===== config.mk =====
export PLATFORM = sky130hd
export DESIGN_NAME = ttt_move_input
export DESIGN_NICKNAME = d
export VERILOG_FILES = /design/src/rtl/ttt_pkg.sv /design/src/rtl/ttt_btn_debounce.sv /design/src/rtl/ttt_move_input.sv
export SDC_FILE = /design/constraint.sdc
export NUM_CORES = 1
export LEC_CHECK = 0
export CORE_ASPECT_RATIO = 0.6
export CORE_MARGIN = 3
export CORE_UTILIZATION = 35
export CTS_CLUSTER_DIAMETER = 120
export DETAILED_ROUTE_END_ITERATION = 6
export PLACE_DENSITY_LB_ADDON = 0.12
export SYNTH_ARGS = -nofsm -noshare
export SYNTH_HDL_FRONTEND = slang
export SYNTH_SLANG_ARGS = --single-unit

===== constraint.sdc =====
create_clock -name clk -period 3.45 [get_ports clk]
set_clock_uncertainty 0.2 [all_clocks]
set_input_delay 1.035 -clock clk [delete_from_list [all_inputs] [get_ports clk]]
set_output_delay 1.035 -clock clk [all_outputs]
set_load 0.005 [all_outputs]

===== src/rtl/ttt_pkg.sv =====
// Shared types, board geometry and helpers for the tic-tac-toe move-entry front end.
package ttt_pkg;

   localparam int unsigned COORD_W = 4;
   localparam int unsigned BOARD_W = 18;

   localparam logic [1:0] CELL_EMPTY = 2'b00;
   localparam logic [1:0] CELL_P1    = 2'b01;
   localparam logic [1:0] CELL_P2    = 2'b10;

   localparam int unsigned NUM_BTN   = 5;
   localparam int unsigned BTN_UP    = 0;
   localparam int unsigned BTN_DOWN  = 1;
   localparam int unsigned BTN_LEFT  = 2;
   localparam int unsigned BTN_RIGHT = 3;
   localparam int unsigned BTN_SEL   = 4;

   typedef enum logic [1:0] {
      StReady,
      StIssue,
      StHold
   } move_state_e;

   // Cell (r,c) occupies board[17-2*(3r+c) -: 2]; its low bit sits at 2*(8-(3r+c)).
   function automatic logic [1:0] cell_at(input logic [BOARD_W-1:0] board,
                                          input logic [1:0]         r,
                                          input logic [1:0]         c);
      int                 k;
      logic [BOARD_W-1:0] sh;
      k  = 3 * int'(r) + int'(c);
      sh = board >> (2 * (8 - k));
      return sh[1:0];
   endfunction

   function automatic logic [1:0] wrap_step(input logic [1:0] v,
                                            input logic       inc,
                                            input logic       dec);
      logic [1:0] r;
      r = v;
      if (inc && !dec) begin
         r = (v == 2'd2) ? 2'd0 : v + 2'd1;
      end else if (dec && !inc) begin
         r = (v == 2'd0) ? 2'd2 : v - 2'd1;
      end
      return r;
   endfunction

endpackage


===== src/rtl/ttt_btn_debounce.sv =====
// Push-button conditioner: 2-FF synchroniser, counting debouncer, rising-edge press pulse.
// Optional auto-repeat when TTT_AUTOREPEAT_EN is defined.
module ttt_btn_debounce #(
   parameter int unsigned DEBOUNCE_CYCLES = 16,
   parameter int unsigned REPEAT_CYCLES   = 1024
) (
   input  logic clk,
   input  logic rst,
   input  logic btn_raw,
   input  logic rep_en,
   output logic press
);

   localparam int unsigned CNT_W = $clog2(DEBOUNCE_CYCLES);
   localparam logic [CNT_W-1:0] CNT_MAX = CNT_W'(DEBOUNCE_CYCLES - 1);

   logic             sync1_q, sync2_q;
   logic             stable_q, stable_prev_q;
   logic             press_q;
   logic [CNT_W-1:0] cnt_q;
   logic             rep_hit;

`ifdef TTT_AUTOREPEAT_EN
   localparam int unsigned REP_W = $clog2(REPEAT_CYCLES);
   localparam logic [REP_W-1:0] REP_MAX = REP_W'(REPEAT_CYCLES - 1);

   logic [REP_W-1:0] rep_cnt_q;
   logic             rep_run;

   // Counting starts the cycle after the first press, so repeats land every REPEAT_CYCLES.
   assign rep_run = rep_en & stable_q & stable_prev_q;
   assign rep_hit = rep_run & (rep_cnt_q == REP_MAX);

   always_ff @(posedge clk) begin
      if (rst || !rep_run || rep_hit) begin
         rep_cnt_q <= '0;
      end else begin
         rep_cnt_q <= rep_cnt_q + 1'b1;
      end
   end
`else
   logic unused_rep_en;
   assign unused_rep_en = rep_en;
   assign rep_hit       = 1'b0;
`endif

   always_ff @(posedge clk) begin
      if (rst) begin
         sync1_q       <= 1'b0;
         sync2_q       <= 1'b0;
         stable_q      <= 1'b0;
         stable_prev_q <= 1'b0;
         press_q       <= 1'b0;
         cnt_q         <= '0;
      end else begin
         sync1_q <= btn_raw;
         sync2_q <= sync1_q;
         if (sync2_q == stable_q) begin
            cnt_q <= '0;
         end else if (cnt_q == CNT_MAX) begin
            stable_q <= sync2_q;
            cnt_q    <= '0;
         end else begin
            cnt_q <= cnt_q + 1'b1;
         end
         stable_prev_q <= stable_q;
         press_q       <= (stable_q & ~stable_prev_q) | rep_hit;
      end
   end

   assign press = press_q;

endmodule


===== src/rtl/ttt_move_input.sv =====
// Move-entry front end: five conditioned buttons drive a 3x3 cursor and a select FSM that
// strobes make_move into the game core. Optional auto-repeat: define TTT_AUTOREPEAT_EN.
module ttt_move_input
   import ttt_pkg::*;
#(
   parameter int unsigned DEBOUNCE_CYCLES = 16,
   parameter int unsigned HOLD_TIMEOUT    = 8,
   parameter int unsigned REPEAT_CYCLES   = 1024
) (
   input  logic               clk,
   input  logic               rst,
   input  logic               btn_up,
   input  logic               btn_down,
   input  logic               btn_left,
   input  logic               btn_right,
   input  logic               btn_sel,
   input  logic [BOARD_W-1:0] board,
   input  logic               game_over,
   output logic [COORD_W-1:0] x_out,
   output logic [COORD_W-1:0] y_out,
   output logic               make_move,
   output logic               reject,
   output logic               busy
);

   localparam int unsigned HOLD_W = $clog2(HOLD_TIMEOUT + 1);
   localparam logic [HOLD_W-1:0] HOLD_MAX = HOLD_W'(HOLD_TIMEOUT - 1);

   logic [NUM_BTN-1:0] raw;
   logic [NUM_BTN-1:0] press;

   move_state_e        state_q, state_d;
   logic [1:0]         x_q, x_d, y_q, y_d;
   logic [HOLD_W-1:0]  hold_cnt_q, hold_cnt_d;
   logic               reject_q, reject_d;
   logic [1:0]         cur_cell;

   assign raw = {btn_sel, btn_right, btn_left, btn_down, btn_up};

   for (genvar i = 0; i < NUM_BTN; i++) begin : g_btn
      ttt_btn_debounce #(
         .DEBOUNCE_CYCLES(DEBOUNCE_CYCLES),
         .REPEAT_CYCLES  (REPEAT_CYCLES)
      ) u_debounce (
         .clk    (clk),
         .rst    (rst),
         .btn_raw(raw[i]),
         .rep_en (i != BTN_SEL),
         .press  (press[i])
      );
   end

   assign cur_cell = cell_at(board, y_q, x_q);

   always_ff @(posedge clk) begin
      if (rst) begin
         state_q    <= StReady;
         x_q        <= 2'd0;
         y_q        <= 2'd0;
         hold_cnt_q <= '0;
         reject_q   <= 1'b0;
      end else begin
         state_q    <= state_d;
         x_q        <= x_d;
         y_q        <= y_d;
         hold_cnt_q <= hold_cnt_d;
         reject_q   <= reject_d;
      end
   end

   always_comb begin
      state_d    = state_q;
      x_d        = x_q;
      y_d        = y_q;
      hold_cnt_d = hold_cnt_q;
      reject_d   = 1'b0;
      case (state_q)
         StReady: begin
            x_d = wrap_step(x_q, press[BTN_RIGHT], press[BTN_LEFT]);
            y_d = wrap_step(y_q, press[BTN_DOWN], press[BTN_UP]);
            if (press[BTN_SEL] && !game_over) begin
               if (cur_cell != CELL_EMPTY) begin
                  reject_d = 1'b1;
               end else begin
                  // Accepted move uses the pre-move cursor, which must hold through the strobe.
                  state_d = StIssue;
                  x_d     = x_q;
                  y_d     = y_q;
               end
            end
         end
         StIssue: begin
            state_d    = StHold;
            hold_cnt_d = '0;
         end
         StHold: begin
            if (cur_cell != CELL_EMPTY || game_over || hold_cnt_q == HOLD_MAX) begin
               state_d = StReady;
            end else begin
               hold_cnt_d = hold_cnt_q + 1'b1;
            end
         end
         default: state_d = StReady;
      endcase
   end

   assign x_out     = COORD_W'(x_q);
   assign y_out     = COORD_W'(y_q);
   assign make_move = (state_q == StIssue);
   assign busy      = (state_q != StReady);
   assign reject    = reject_q;

endmodule


==> metrics list <==
- Synthesis instantiated 41 different standard cells from the library.
- The final number of max-transition violations came to 0.
- In this run the worst path has a maximum fanout of 5.
- Kind of cell with the highest combined delay on the critical path: adder cells
* Number of global-route vias before repair: 1641
- Last weighted congestion value of the routability-driven placer: 0.746
- Global route total overflow: 0
- Among all flip-flop cells after synthesis, the most frequent one is dfxtp_1.
* Sort of element at the end of the critical path: flop
- Chain of cells forming the critical path: inv_2 > ha_4 > inv_2 > ha_4 > inv_1 > ha_2 > fa_2 > buf_6 > nor3b_2 > o21bai_1 > a22oi_4 > a21boi_4 > or3_1 > a21oi_2
- Source of the worst hold timing path: g_btn[3].u_debounce.stable_prev_q$_SDFF_PP0_
- Arrival time worst endpoint: 3.32 ns
- TritonCTS built the clock tree.
- DP HPWL: 3360 µm
- The final layout contains routed wiring with a total length of 4460 µm.
- During synthesis, Yosys emitted a total of 0 warnings.
* Static Leakage: 1.22 nW
- The number of antenna diodes in the final layout is 0.
- After routing the design area is 3230 µm².
- CTS saw 56 sinks.
- After synthesis, the cell types taking the most area are dfxtp_1, ha_1, nor2b_1.
- Endpoint required time on the critical path: 3.48 ns
* Commonest cells after routing, fill and taps aside: dfxtp_1, nor2_1, clkdlybuf4s50_1
- For this run, the detailed router's first-pass iteration total came to 4.
* Largest net degree at the start of global routing: 19
* Avg Inst Size Synth: 9.82 µm²
- In the global route stage, met3 resource usage came out at 0.0380.
* Crit Path Category: reg2reg
- Layout cells sized above 1: 0.138
- Final sum of negative setup slack: 0 ns
* DRC errors left: 0
* Proportion of synthesized flip-flops having asynchronous set or reset: 0
- Proportion of netlist area held by the largest area contributor: 0.451
* Number of violations reported at the end of detailed-routing iteration 0: 55
- Final-report setup violation count: 0
- Per-cell routed wire length: 11.6 µm
- Peak VDD IR: 0.247 mV
* Gr busiest metal: met1
- CP Launch Point: x_q[1]$_SDFFE_PP0P_
- The die is 71.3 µm tall.
- The synthesized design contains 0 enable-type register cells.
* Worst-skew pair later-pin latency: 0.28 ns
- The run finished with clean final reports.
- Pwr Total: 0.00122 W
* Total I/O pin count: 37
- The floorplan step defined a core boundary enclosing 6790 µm².
* Clock buffer count from CTS: 5
- Min-delay worst type: reg2reg
- Final hold viol count: 0
* Slowest cell on the critical path: fa_2
- The worst pin sits at a relative slew slack of 0.526.
- Critical path launch point type: flop
* Vias per Instance: 4.51
- Synthesis inferred 56 register bits.
* Die outline width: 115 µm
- Summing every instance area after synthesis gives 2480 µm².
- The routed layout has 1732 vias.
- Clock-pin slew of the registers on the worst-case setup and hold paths: 0.07 ns
- Root buffer cell: clkbuf_16
- Number of nets with antenna violations after routing: 0
* Number of buffers added on ports: 32
* Buffers and inverters on the worst path: 4
* Antenna violations before repair: 0
- Standard-cell row count: 23
- Actual slew at the worst max-slew pin: 0.708 ns
- Static timing analysis puts the maximum clock frequency at 303 MHz.
- In the global route stage, met2 resource usage came out at 0.146.
* RSZ-0062 raised after global routing: no
- Full die area: 8180 µm²
- Counting along the longest clock path gives a buffer depth of 2.
* Clock period minus final worst setup slack: 3.30 ns
* Most area-hungry cell type in the Yosys netlist: dfxtp_1
- Wire length of the first global-routing pass: 7430 µm
- Hold-fix buffer count after cts: 0
- Most common cell after layout, fill and taps aside: dfxtp_1
- The final layout contains 344 nets.
* Overall routing resource usage: 0.112
- Placed Area: 2930 µm²
* Fin crit share: 0.956
* Sequential cell area fraction in the yosys report: 0.451
- Count of max-cap constraint violations: 0
* Post-synthesis instance total: 253
- Synthesis-to-finish area growth: 30.2%
- Reg2reg start: x_q[1]$_SDFFE_PP0P_
- Dividing total power by cell area gives a power density of 378 nW/µm².
- Starting density of the core: 0.366
- Fraction of met1 tracks used by global routing: 0.176
- Worst stage delay on the critical path: 0.62 ns
* Level count of the clock H-tree: 2
worst paths after layout:
| path | endpoint | cells after the start | slack [ns] |
|---|---|---|---|
| hold reg to reg | g_btn[3].u_debounce.press$_SDFF_PP0_ | 1 | 0.18 |
| setup / recovery | hold_cnt_q[0]$_SDFFE_PP0P_ | 14 | 0.15 |
| hold / removal | g_btn[3].u_debounce.press$_SDFF_PP0_ | 1 | 0.18 |
| setup reg to reg | hold_cnt_q[0]$_SDFFE_PP0P_ | 14 | 0.15 |
flip-flops by register name, summed over array words and instances, names as in the netlist:
register / count
g_btn.u_debounce.cnt_q: 20
g_btn.u_debounce.sync2_q: 5
y_q: 2
g_btn.u_debounce.stable_q: 5
g_btn.u_debounce.press: 5
g_btn.u_debounce.sync1_q: 5
state_q: 2
reject: 1
x_q: 2
g_btn.u_debounce.stable_prev_q: 5
hold_cnt_q: 4
synth_stat cells, types with 2 or more instances:
master	instances
and3_1	5
clkbuf_1	3
xor2_1	5
or2_2	2
nor2b_1	21
a21oi_1	7
a311oi_2	2
nor3b_1	2
inv_1	19
o21ai_0	3
nand2b_1	2
o211ai_1	4
buf_4	4
nor2_1	34
o21bai_1	2
nor3_1	3
a211oi_1	3
ha_1	21
dfxtp_1	56
nand3_1	9
or3_1	6
nor4_1	3
mux2i_1	8
xnor2_1	10
nand2_1	3
through the flow:
stage,worst slack [ns],hold slack (ns),utilization,cells
2_1_floorplan,0.119,0.167,-,256
3_3_place_gp,0.0855,0.171,0.431,374
3_5_place_dp,0.0614,0.172,0.431,374
4_1_cts,0.0367,0.182,0.453,382
5_1_grt,0.0118,0.191,0.476,384
6_report,0.153,0.182,0.476,384
power breakdown:
group	total, W	switching [W]	internal [W]	leakage (nW)
clock	0.000505	0.000215	0.000289	0.0701
combinational	0.0000611	0.0000240	0.0000371	0.697
sequential	0.000657	0.00000326	0.000653	0.454
what timing repair did:
item / 4_1_cts / 5_1_grt
resized for setup: 0 / 24
setup endpoints to repair: 0 / 9
buffers inserted: 0 / 2
layout make-up:
| cell class | count | area (µm²) |
|---|---|---|
| clock buffer | 7 | 143 |
| fill | 648 | 3560 |
| clock inverter | 1 | 7.51 |
| timing repair buffer | 40 | 384 |
| multi-input combinational | 174 | 1400 |
| tap | 87 | 109 |
| sequential | 56 | 1120 |
| inverter | 19 | 71.3 |
kinds of logic after synthesis:
logic type      Yosys count  share of synthesized area
compound gates           30                     0.0977
flops                    56                      0.451
other cells               1                    0.00151
buf+inv                  26                     0.0453
mux                       8                     0.0322
xor+xnor                 15                     0.0529
simple gates             95                      0.205
fa+ha+maj                22                      0.114
metal layers:
metal	vias to the layer above	part of all wire
met5	-	0
met4	0	0.0038
met3	2	0.034
met2	20	0.37
met1	778	0.59
li1	932	-
Note: power is estimated with default switching activity, not from simulation.
